--- src/rtl/hazard_control_unit_if.sv ---
// Signal bundle between the pipeline datapath and the hazard control unit.
// master = pipeline side (drives hazard inputs), slave = hazard control unit.
interface hazard_control_unit_if;
   logic        ID_ExMemRead;
   logic        ID_ExRegWrite;
   logic [4:0]  ID_ExRegisterRd;
   logic        Ex_MemMemRead;
   logic [4:0]  Ex_MemRegisterRd;
   logic [4:0]  IF_IdRegisterRs;
   logic [4:0]  IF_IdRegisterRt;
   logic        IF_IdUsesRt;
   logic        IF_IdBranch;
   logic        IF_IdJump;
   logic        branchTaken;
   logic        memReady;
   logic        pcWrite;
   logic        IF_IdWrite;
   logic        ID_ExBubble;
   logic        IF_IdFlush;
   logic        pipeFreeze;
   logic [1:0]  ctrlState;
   logic [15:0] stallCount;

   modport master (
      output ID_ExMemRead, ID_ExRegWrite, ID_ExRegisterRd, Ex_MemMemRead, Ex_MemRegisterRd,
             IF_IdRegisterRs, IF_IdRegisterRt, IF_IdUsesRt, IF_IdBranch, IF_IdJump,
             branchTaken, memReady,
      input  pcWrite, IF_IdWrite, ID_ExBubble, IF_IdFlush, pipeFreeze, ctrlState, stallCount
   );

   modport slave (
      input  ID_ExMemRead, ID_ExRegWrite, ID_ExRegisterRd, Ex_MemMemRead, Ex_MemRegisterRd,
             IF_IdRegisterRs, IF_IdRegisterRt, IF_IdUsesRt, IF_IdBranch, IF_IdJump,
             branchTaken, memReady,
      output pcWrite, IF_IdWrite, ID_ExBubble, IF_IdFlush, pipeFreeze, ctrlState, stallCount
   );
endinterface

--- src/rtl/hazard_control_unit.sv ---
// Pipeline hazard control: load-use and branch-operand stalls, memory-wait freeze,
// control-transfer flushes, plus a saturating stall-cycle counter.
module hazard_control_unit (
   input  logic                  clk,
   input  logic                  reset,
   hazard_control_unit_if.slave  hazardBus
);
   typedef enum logic [1:0] {
      RUN      = 2'b00,
      BR_WAIT  = 2'b01,
      MEM_WAIT = 2'b10
   } ctrlState_t;

   ctrlState_t  stateReg, stateNext;
   ctrlState_t  retStateReg, retStateNext;
   logic [15:0] stallCountReg;

   logic [4:0] destReg [2];
   logic [1:0] srcHit;
   logic       loadUse, brAlu, brLoad2, brLoad1;
   logic       pcWr, ifIdWr, bubble, flush, freeze;

   assign destReg[0] = hazardBus.ID_ExRegisterRd;
   assign destReg[1] = hazardBus.Ex_MemRegisterRd;

   // srcHit[0]: ID/EX destination, srcHit[1]: EX/MEM destination; r0 never matches
   genvar gi;
   generate
      for (gi = 0; gi < 2; gi++) begin : genSrcHit
         logic rsMatch, rtMatch;
         assign rsMatch = (destReg[gi] != 5'd0) && (destReg[gi] == hazardBus.IF_IdRegisterRs);
         assign rtMatch = (destReg[gi] != 5'd0) && (destReg[gi] == hazardBus.IF_IdRegisterRt);
         assign srcHit[gi] = rsMatch || (hazardBus.IF_IdUsesRt && rtMatch);
      end
   endgenerate

   assign loadUse = hazardBus.ID_ExMemRead && srcHit[0];
   assign brAlu   = hazardBus.IF_IdBranch && hazardBus.ID_ExRegWrite &&
                    !hazardBus.ID_ExMemRead && srcHit[0];
   assign brLoad2 = hazardBus.IF_IdBranch && hazardBus.ID_ExMemRead && srcHit[0];
   assign brLoad1 = hazardBus.IF_IdBranch && hazardBus.Ex_MemMemRead && srcHit[1];

   always_comb begin
      stateNext    = stateReg;
      retStateNext = retStateReg;
      pcWr         = 1'b1;
      ifIdWr       = 1'b1;
      bubble       = 1'b0;
      flush        = 1'b0;
      freeze       = 1'b0;
      if (reset) begin
         pcWr         = 1'b0;
         ifIdWr       = 1'b0;
         bubble       = 1'b1;
         flush        = 1'b1;
         stateNext    = RUN;
         retStateNext = RUN;
      end else begin
         case (stateReg)
            RUN: begin
               if (!hazardBus.memReady) begin
                  pcWr         = 1'b0;
                  ifIdWr       = 1'b0;
                  freeze       = 1'b1;
                  retStateNext = RUN;
                  stateNext    = MEM_WAIT;
               end else if (brLoad2) begin
                  pcWr      = 1'b0;
                  ifIdWr    = 1'b0;
                  bubble    = 1'b1;
                  stateNext = BR_WAIT;
               end else if (brAlu || brLoad1 || loadUse) begin
                  pcWr   = 1'b0;
                  ifIdWr = 1'b0;
                  bubble = 1'b1;
               end else begin
                  // branchTaken is only trusted once no operand hazard is pending
                  flush = hazardBus.IF_IdJump ||
                          (hazardBus.IF_IdBranch && hazardBus.branchTaken);
               end
            end
            BR_WAIT: begin
               pcWr   = 1'b0;
               ifIdWr = 1'b0;
               if (!hazardBus.memReady) begin
                  freeze       = 1'b1;
                  retStateNext = BR_WAIT;
                  stateNext    = MEM_WAIT;
               end else begin
                  bubble    = 1'b1;
                  stateNext = RUN;
               end
            end
            MEM_WAIT: begin
               pcWr   = 1'b0;
               ifIdWr = 1'b0;
               freeze = 1'b1;
               if (hazardBus.memReady) begin
                  stateNext = retStateReg;
               end
            end
            default: begin
               pcWr      = 1'b0;
               ifIdWr    = 1'b0;
               bubble    = 1'b1;
               stateNext = RUN;
            end
         endcase
      end
   end

   always_ff @(posedge clk) begin
      if (reset) begin
         stateReg      <= RUN;
         retStateReg   <= RUN;
         stallCountReg <= 16'd0;
      end else begin
         stateReg    <= stateNext;
         retStateReg <= retStateNext;
         if (!pcWr && (stallCountReg != 16'hFFFF)) begin
            stallCountReg <= stallCountReg + 16'd1;
         end
      end
   end

   assign hazardBus.pcWrite     = pcWr;
   assign hazardBus.IF_IdWrite  = ifIdWr;
   assign hazardBus.ID_ExBubble = bubble;
   assign hazardBus.IF_IdFlush  = flush;
   assign hazardBus.pipeFreeze  = freeze;
   assign hazardBus.ctrlState   = stateReg;
   assign hazardBus.stallCount  = stallCountReg;
endmodule

--- src/flat_wrapper.sv ---
// flat-port wrapper written by rule: the top's interface ports become plain ports
module hazard_control_unit_flat 
  (clk, reset, hazardBus_ID_ExMemRead, hazardBus_ID_ExRegWrite, hazardBus_ID_ExRegisterRd, hazardBus_Ex_MemMemRead, hazardBus_Ex_MemRegisterRd, hazardBus_IF_IdRegisterRs, hazardBus_IF_IdRegisterRt, hazardBus_IF_IdUsesRt, hazardBus_IF_IdBranch, hazardBus_IF_IdJump, hazardBus_branchTaken, hazardBus_memReady, hazardBus_pcWrite, hazardBus_IF_IdWrite, hazardBus_ID_ExBubble, hazardBus_IF_IdFlush, hazardBus_pipeFreeze, hazardBus_ctrlState, hazardBus_stallCount);
  hazard_control_unit_if hazardBus_i ();
  input  logic clk;
  input  logic reset;
  input wire logic [$bits(hazardBus_i.ID_ExMemRead)-1:0] hazardBus_ID_ExMemRead;
  input wire logic [$bits(hazardBus_i.ID_ExRegWrite)-1:0] hazardBus_ID_ExRegWrite;
  input wire logic [$bits(hazardBus_i.ID_ExRegisterRd)-1:0] hazardBus_ID_ExRegisterRd;
  input wire logic [$bits(hazardBus_i.Ex_MemMemRead)-1:0] hazardBus_Ex_MemMemRead;
  input wire logic [$bits(hazardBus_i.Ex_MemRegisterRd)-1:0] hazardBus_Ex_MemRegisterRd;
  input wire logic [$bits(hazardBus_i.IF_IdRegisterRs)-1:0] hazardBus_IF_IdRegisterRs;
  input wire logic [$bits(hazardBus_i.IF_IdRegisterRt)-1:0] hazardBus_IF_IdRegisterRt;
  input wire logic [$bits(hazardBus_i.IF_IdUsesRt)-1:0] hazardBus_IF_IdUsesRt;
  input wire logic [$bits(hazardBus_i.IF_IdBranch)-1:0] hazardBus_IF_IdBranch;
  input wire logic [$bits(hazardBus_i.IF_IdJump)-1:0] hazardBus_IF_IdJump;
  input wire logic [$bits(hazardBus_i.branchTaken)-1:0] hazardBus_branchTaken;
  input wire logic [$bits(hazardBus_i.memReady)-1:0] hazardBus_memReady;
  output wire logic [$bits(hazardBus_i.pcWrite)-1:0] hazardBus_pcWrite;
  output wire logic [$bits(hazardBus_i.IF_IdWrite)-1:0] hazardBus_IF_IdWrite;
  output wire logic [$bits(hazardBus_i.ID_ExBubble)-1:0] hazardBus_ID_ExBubble;
  output wire logic [$bits(hazardBus_i.IF_IdFlush)-1:0] hazardBus_IF_IdFlush;
  output wire logic [$bits(hazardBus_i.pipeFreeze)-1:0] hazardBus_pipeFreeze;
  output wire logic [$bits(hazardBus_i.ctrlState)-1:0] hazardBus_ctrlState;
  output wire logic [$bits(hazardBus_i.stallCount)-1:0] hazardBus_stallCount;
  assign hazardBus_i.ID_ExMemRead = hazardBus_ID_ExMemRead;
  assign hazardBus_i.ID_ExRegWrite = hazardBus_ID_ExRegWrite;
  assign hazardBus_i.ID_ExRegisterRd = hazardBus_ID_ExRegisterRd;
  assign hazardBus_i.Ex_MemMemRead = hazardBus_Ex_MemMemRead;
  assign hazardBus_i.Ex_MemRegisterRd = hazardBus_Ex_MemRegisterRd;
  assign hazardBus_i.IF_IdRegisterRs = hazardBus_IF_IdRegisterRs;
  assign hazardBus_i.IF_IdRegisterRt = hazardBus_IF_IdRegisterRt;
  assign hazardBus_i.IF_IdUsesRt = hazardBus_IF_IdUsesRt;
  assign hazardBus_i.IF_IdBranch = hazardBus_IF_IdBranch;
  assign hazardBus_i.IF_IdJump = hazardBus_IF_IdJump;
  assign hazardBus_i.branchTaken = hazardBus_branchTaken;
  assign hazardBus_i.memReady = hazardBus_memReady;
  assign hazardBus_pcWrite = hazardBus_i.pcWrite;
  assign hazardBus_IF_IdWrite = hazardBus_i.IF_IdWrite;
  assign hazardBus_ID_ExBubble = hazardBus_i.ID_ExBubble;
  assign hazardBus_IF_IdFlush = hazardBus_i.IF_IdFlush;
  assign hazardBus_pipeFreeze = hazardBus_i.pipeFreeze;
  assign hazardBus_ctrlState = hazardBus_i.ctrlState;
  assign hazardBus_stallCount = hazardBus_i.stallCount;
  hazard_control_unit u_core (.clk(clk), .reset(reset), .hazardBus(hazardBus_i));
endmodule
--- config.mk ---
export PLATFORM = sky130hd
export DESIGN_NAME = hazard_control_unit_flat
export DESIGN_NICKNAME = d
export VERILOG_FILES = /design/src/rtl/hazard_control_unit_if.sv /design/src/rtl/hazard_control_unit.sv /design/src/flat_wrapper.sv
export SDC_FILE = /design/constraint.sdc
export NUM_CORES = 1
export LEC_CHECK = 0
export CAP_MARGIN = 30
export CORE_MARGIN = 5
export CORE_UTILIZATION = 25
export DETAILED_ROUTE_END_ITERATION = 8
export RECOVER_POWER = 50
export SLEW_MARGIN = 20
export SYNTH_ARGS = -nofsm -noshare
export SYNTH_HDL_FRONTEND = slang
export SYNTH_SLANG_ARGS = --single-unit
--- constraint.sdc ---
create_clock -name clk -period 6.89 [get_ports clk]
set_input_delay 1.378 -clock clk [delete_from_list [all_inputs] [get_ports clk]]
set_output_delay 1.378 -clock clk [all_outputs]
set_load 0.005 [all_outputs]
After elaboration in Yosys (flattened, before gate mapping) --
Index checks and enable logic that the tools add are counted.
Storage, ports and cells: register bits 20, input port bits 30, output and inout bits 23, logic and storage cells 72
Cells by class: equality and inequality tests 11, reductions and logical operators 30, $add $sub $neg 1, multiplexer cells 27
Operators with widths (count):
- 5-bit == test | 4
- 1-bit two-way mux | 17
- 16-bit by 1-bit adder with 16-bit output, second input constant | 1
- 1-bit logical AND | 16
- 16-bit inequality test, second input constant | 1
- 2-bit two-way mux | 6
- 5-bit nonzero test | 2
- 2-bit inequality test, second input constant | 3
- 2-bit case mux with 3 select lines | 1
- 1-bit logical OR | 5
- 2-bit case mux with 2 select lines | 1
- 3-bit by 2-bit inequality test with 1-bit output, second input constant | 1
- 1-bit case mux with 3 select lines | 1
- 3-bit AND reduction | 1
- 2-bit by 1-bit == test with 1-bit output, second input constant | 1
- 2-bit == test, second input constant | 1
- 1-bit logical NOT | 2
- 2-bit logical NOT | 1
- 1-bit case mux with 2 select lines | 1
- 2-bit AND reduction | 1
- 2-bit nonzero test | 1
- 2-bit OR reduction | 1

Longest topological paths before layout --
depth in word-level cells 14, mapped depth 8, mapped depth without buffers 7

Worst setup path before layout --
OpenSTA, ideal clock, no wires.
path kind input port to output port, start point in hazardBus_Ex_MemRegisterRd[0], end point out hazardBus_pcWrite, setup slack 2815 ps, data arrival time 2697 ps, stages on the path 6, data required time 5512 ps, buffers on the path 2, cell sequence or4_1 > o211ai_1 > o221ai_4 > inv_4 > buf_6 > buf_4
Between the ends: cells in the longest elaborated chain, start to end 12, elaborated cells on any way between the ends 15, classes of those cells eq/ne: 2; mux: 5; reduce/logical: 8
Ends and longest elaborated chain:
- start, declared | RTL line flat_wrapper.sv:11 | input wire logic [$bits(hazardBus_i.Ex_MemRegisterRd)-1:0] hazardBus_Ex_MemRegisterRd;
- 5-bit == test or 5-bit nonzero test (tied branches) | RTL line hazard_control_unit.sv:32, hazard_control_unit.sv:31
- 1-bit logical AND | RTL line hazard_control_unit.sv:32 | assign rtMatch = (destReg[gi] != 5'd0) && (destReg[gi] == hazardBus.IF_IdRegisterRt);
- 1-bit logical AND | RTL line hazard_control_unit.sv:33 | assign srcHit[gi] = rsMatch || (hazardBus.IF_IdUsesRt && rtMatch);
- 1-bit logical OR (*) | RTL line hazard_control_unit.sv:33
- 1-bit logical AND (*) | RTL line hazard_control_unit.sv:41 | assign brLoad1 = hazardBus.IF_IdBranch && hazardBus.Ex_MemMemRead && srcHit[1];
- 1-bit logical OR (*) (2 in series) | RTL line hazard_control_unit.sv:72 | end else if (brAlu || brLoad1 || loadUse) begin
- 1-bit two-way mux (*) (5 in series)
- end, declared | RTL line flat_wrapper.sv:19 | output wire logic [$bits(hazardBus_i.pcWrite)-1:0] hazardBus_pcWrite;
Mark *: on every way between the ends. The rest lies on a longest branch, timed or not.

Worst setup path after layout --
start point in reset, end point out hazardBus_pcWrite
Between the ends: cells in the longest elaborated chain, start to end 1
Ends and longest elaborated chain:
- start, declared | RTL line flat_wrapper.sv:6 | input logic reset;
- 1-bit two-way mux | RTL line hazard_control_unit.sv:51 | if (reset) begin
No other way between the ends.

==> flow_summary.toml <==
[run_status]
status = "finished, final reports clean"

[clock_network]
cts_tree = "yes"
cts-root-buf = "clkbuf_8"
postCtsSetupRepairBufs = 0
ctsResizeCount = 0
cts.path.max_buffers = 2
ctsHoldBuffers = 0
clk_pin_slew_worst_paths_ns = 0.07
clock-sinks = 19
clock_latency_ns = 0.26
numCtsBuffers = 3
htree_levels = 1

[setup_path]
crit_chain = "dlygate4sd3_1 > clkbuf_1 > nor3_1 > o221ai_4 > inv_4 > clkdlybuf4s50_1"
r2r_slack_ns = 4.75
cp_num_buf_inv = 4
worstRegToRegCells = 7
max_stage_delay_ns = 0.54
crit_type = "in -> out"
critical_path_arrival_ns = 3.87
critPathSlowestCell = "clkdlybuf4s50_1"
crit_required_ns = 5.51
start_kind = "primary input"
cp_top_family = "buffers and inverters"
r2r-start = "u_core.hazardBus.stallCount[0]"
cp_max_fo = 28
end_kind = "primary output"
reg2reg_to = "u_core.hazardBus.stallCount[13]"

[grt]
grt.overflow.total = 0
grt_pass1_vias = 1279
track_usage_pct = 10.5
grt_pass1_wl_um = 6180
grt_max_degree = 29
antenna_found_initial = 0

[hold_path]
hp-class = "reg -> reg"
min_path_cells = 2
hold-path-endpoint = "u_core.retStateReg[0]"
min_from = "u_core.retStateReg[0]"

[synthesis]
synthFlopType = "dfxtp_1"
synth_seq_cells = 19
seq_area_frac_synth_pct = 28.7
synth_cells = 165
synth-async-reset-ratio_pct = 0
synth_edf_count = 0
ys_types = 37
syn_nets = 196
syn_avg_cell_area_um2 = 8.03
synthesis.yosys.warnings = 0
syn-cell-area_um2 = 1330

[routing]
drtIter0Drc = 45
final_antenna_net_count = 0
wl_um = 3540
vias_per_cell = 4.70
drc_errors = 0
drtPass1Iterations = 4
post_drt_wl_per_cell_um = 12.3
vias = 1348

[floorplan]
ios = 53
initial_utilization_pct = 25.8
coreArea_um2 = 5140
die_y_um = 82.8
rows = 26
die_width_um = 82.8
die_area_um2 = 6860

[sta]
whs_ns = 0.485
finalCritPeriodShare_pct = 76.2
fin_skew_ns = 0.00607
worst_slew_pin_slew_ns = 1.22
setup_viol = 0
slew_violations = 0
slew_headroom_pct = 18.9
max_freq_mhz = 190
fin_crit_ns = 5.25
setup_tns_ns = 0
hold_violations = 0
rsz0062_at_grt = "no"

[power]
ir_drop_v = 0.0000862
leakagePower_nw = 0.745
p_per_area_nw_per_um2 = 129

[cells_and_area]
area_growth_pct = 47.6
num_antenna_cells = 0
multiInputGateArea_um2 = 888
n_fill_cell = 549
nets = 249
drive_above_1_share_pct = 3.69
regArea_um2 = 380
final_area_um2 = 1960
final_common_cell = "clkdlybuf4s50_1"
final_cell_mix = "clkdlybuf4s50_1 (33), dlygate4sd3_1 (19), dfxtp_1 (19), xor2_1 (18), nor2_1 (17)"

[place]
portBuffers = 52
hpwl_um = 2770
place_area_um2 = 1910
gp_congestion = 0.840

[job]
cap_violations = 0
-- cells in the mapped netlist, types with 2 or more instances --
cell type | instances | area [um^2]
nor2_1 | 17 | 63.8
mux2_1 | 8 | 90.1
nand2_1 | 12 | 45.0
or4_1 | 7 | 52.6
o21ai_0 | 3 | 15.0
o31ai_1 | 5 | 37.5
xor2_1 | 18 | 158
inv_1 | 4 | 15.0
and4_1 | 2 | 17.5
nand3_1 | 9 | 45.0
xnor2_1 | 2 | 17.5
nor2b_1 | 9 | 56.3
dfxtp_1 | 19 | 380
a32oi_1 | 2 | 17.5
clkbuf_1 | 3 | 11.3
nor3_1 | 9 | 45.0
nor4_1 | 4 | 25.0
and3_1 | 2 | 12.5
a21oi_1 | 12 | 60.1
-- state kept, by name (all words and copies together) (netlist names) --
register and cells:
u_core.retStateReg 1, u_core.hazardBus.stallCount 16, u_core.hazardBus.ctrlState 2
-- routing by layer --
layer | global-route usage [%] | routed length [um]
met4 | 2.23 | 31
met5 | 0 | 0
met2 | 15.3 | 1590
met1 | 15.1 | 1770
met3 | 3.37 | 157
-- report_power, final --
| group | internal [W] | total, W | switching (W) |
|---|---|---|---|
| registers | 0.000112 | 0.000115 | 0.00000347 |
| clock network | 0.0000403 | 0.0000785 | 0.0000382 |
| logic | 0.0000321 | 0.0000578 | 0.0000257 |
| total | 0.000184 | 0.000252 | 0.0000674 |
-- cell families (layout without fill, tap and decap cells) --
family | Yosys count | after routing | synth area share, %
simple gates | 77 | 77 | 31.0
compound gates | 29 | 29 | 15.1
xor+xnor | 20 | 20 | 13.2
flops | 19 | 19 | 28.7
buf+inv | 11 | 63 | 4.25
mux | 8 | 8 | 6.80
fa+ha+maj | 1 | 1 | 0.944
-- stage by stage --
stage | util, % | power (W) | worst slack, ns | instances
3_5_place_dp | 37.2 | 0.000177 | 1.75 | 283
5_1_grt | 38.0 | 0.000266 | 1.40 | 287
4_1_cts | 38.1 | 0.000258 | 1.73 | 287
2_1_floorplan | - | 0.000143 | 2.82 | 165
3_3_place_gp | 37.2 | 0.000177 | 1.75 | 283
6_report | 38.0 | 0.000252 | 1.64 | 287
-- layout make-up --
class | instances | area share [%]
well taps | 70 | 4.48
clock inverters | 1 | 0.256
repair buffers | 54 | 27.2
flip-flops and latches | 19 | 19.4
multi-input cells | 135 | 45.4
inverters | 5 | 1.09
clock buffers | 3 | 2.11
-- how the worst max path moves through the flow --
| stage | to | startpoint | slack (ns) | cells after the start |
|---|---|---|---|---|
| 2_1_floorplan | hazardBus_pcWrite | hazardBus_Ex_MemRegisterRd[0] | 2.82 | 6 |
| 3_3_place_gp | hazardBus_IF_IdFlush | hazardBus_Ex_MemRegisterRd[0] | 1.75 | 6 |
| 3_5_place_dp | hazardBus_IF_IdFlush | hazardBus_Ex_MemRegisterRd[0] | 1.75 | 6 |
| 4_1_cts | hazardBus_IF_IdFlush | hazardBus_Ex_MemRegisterRd[0] | 1.73 | 6 |
| 5_1_grt | hazardBus_pcWrite | reset | 1.40 | 6 |
| 6_report | hazardBus_pcWrite | reset | 1.64 | 6 |
-- worst register-to-register path, cell delays in order, from the launching register on --
cell and delay [ns]:
dfxtp_1 0.37, ha_1 0.27, nand3_1 0.21, nor3_1 0.07
buf_4 0.19, or4_1 0.49, or3_1 0.31, a21oi_1 0.13
Power figures use the tool's default switching activity.
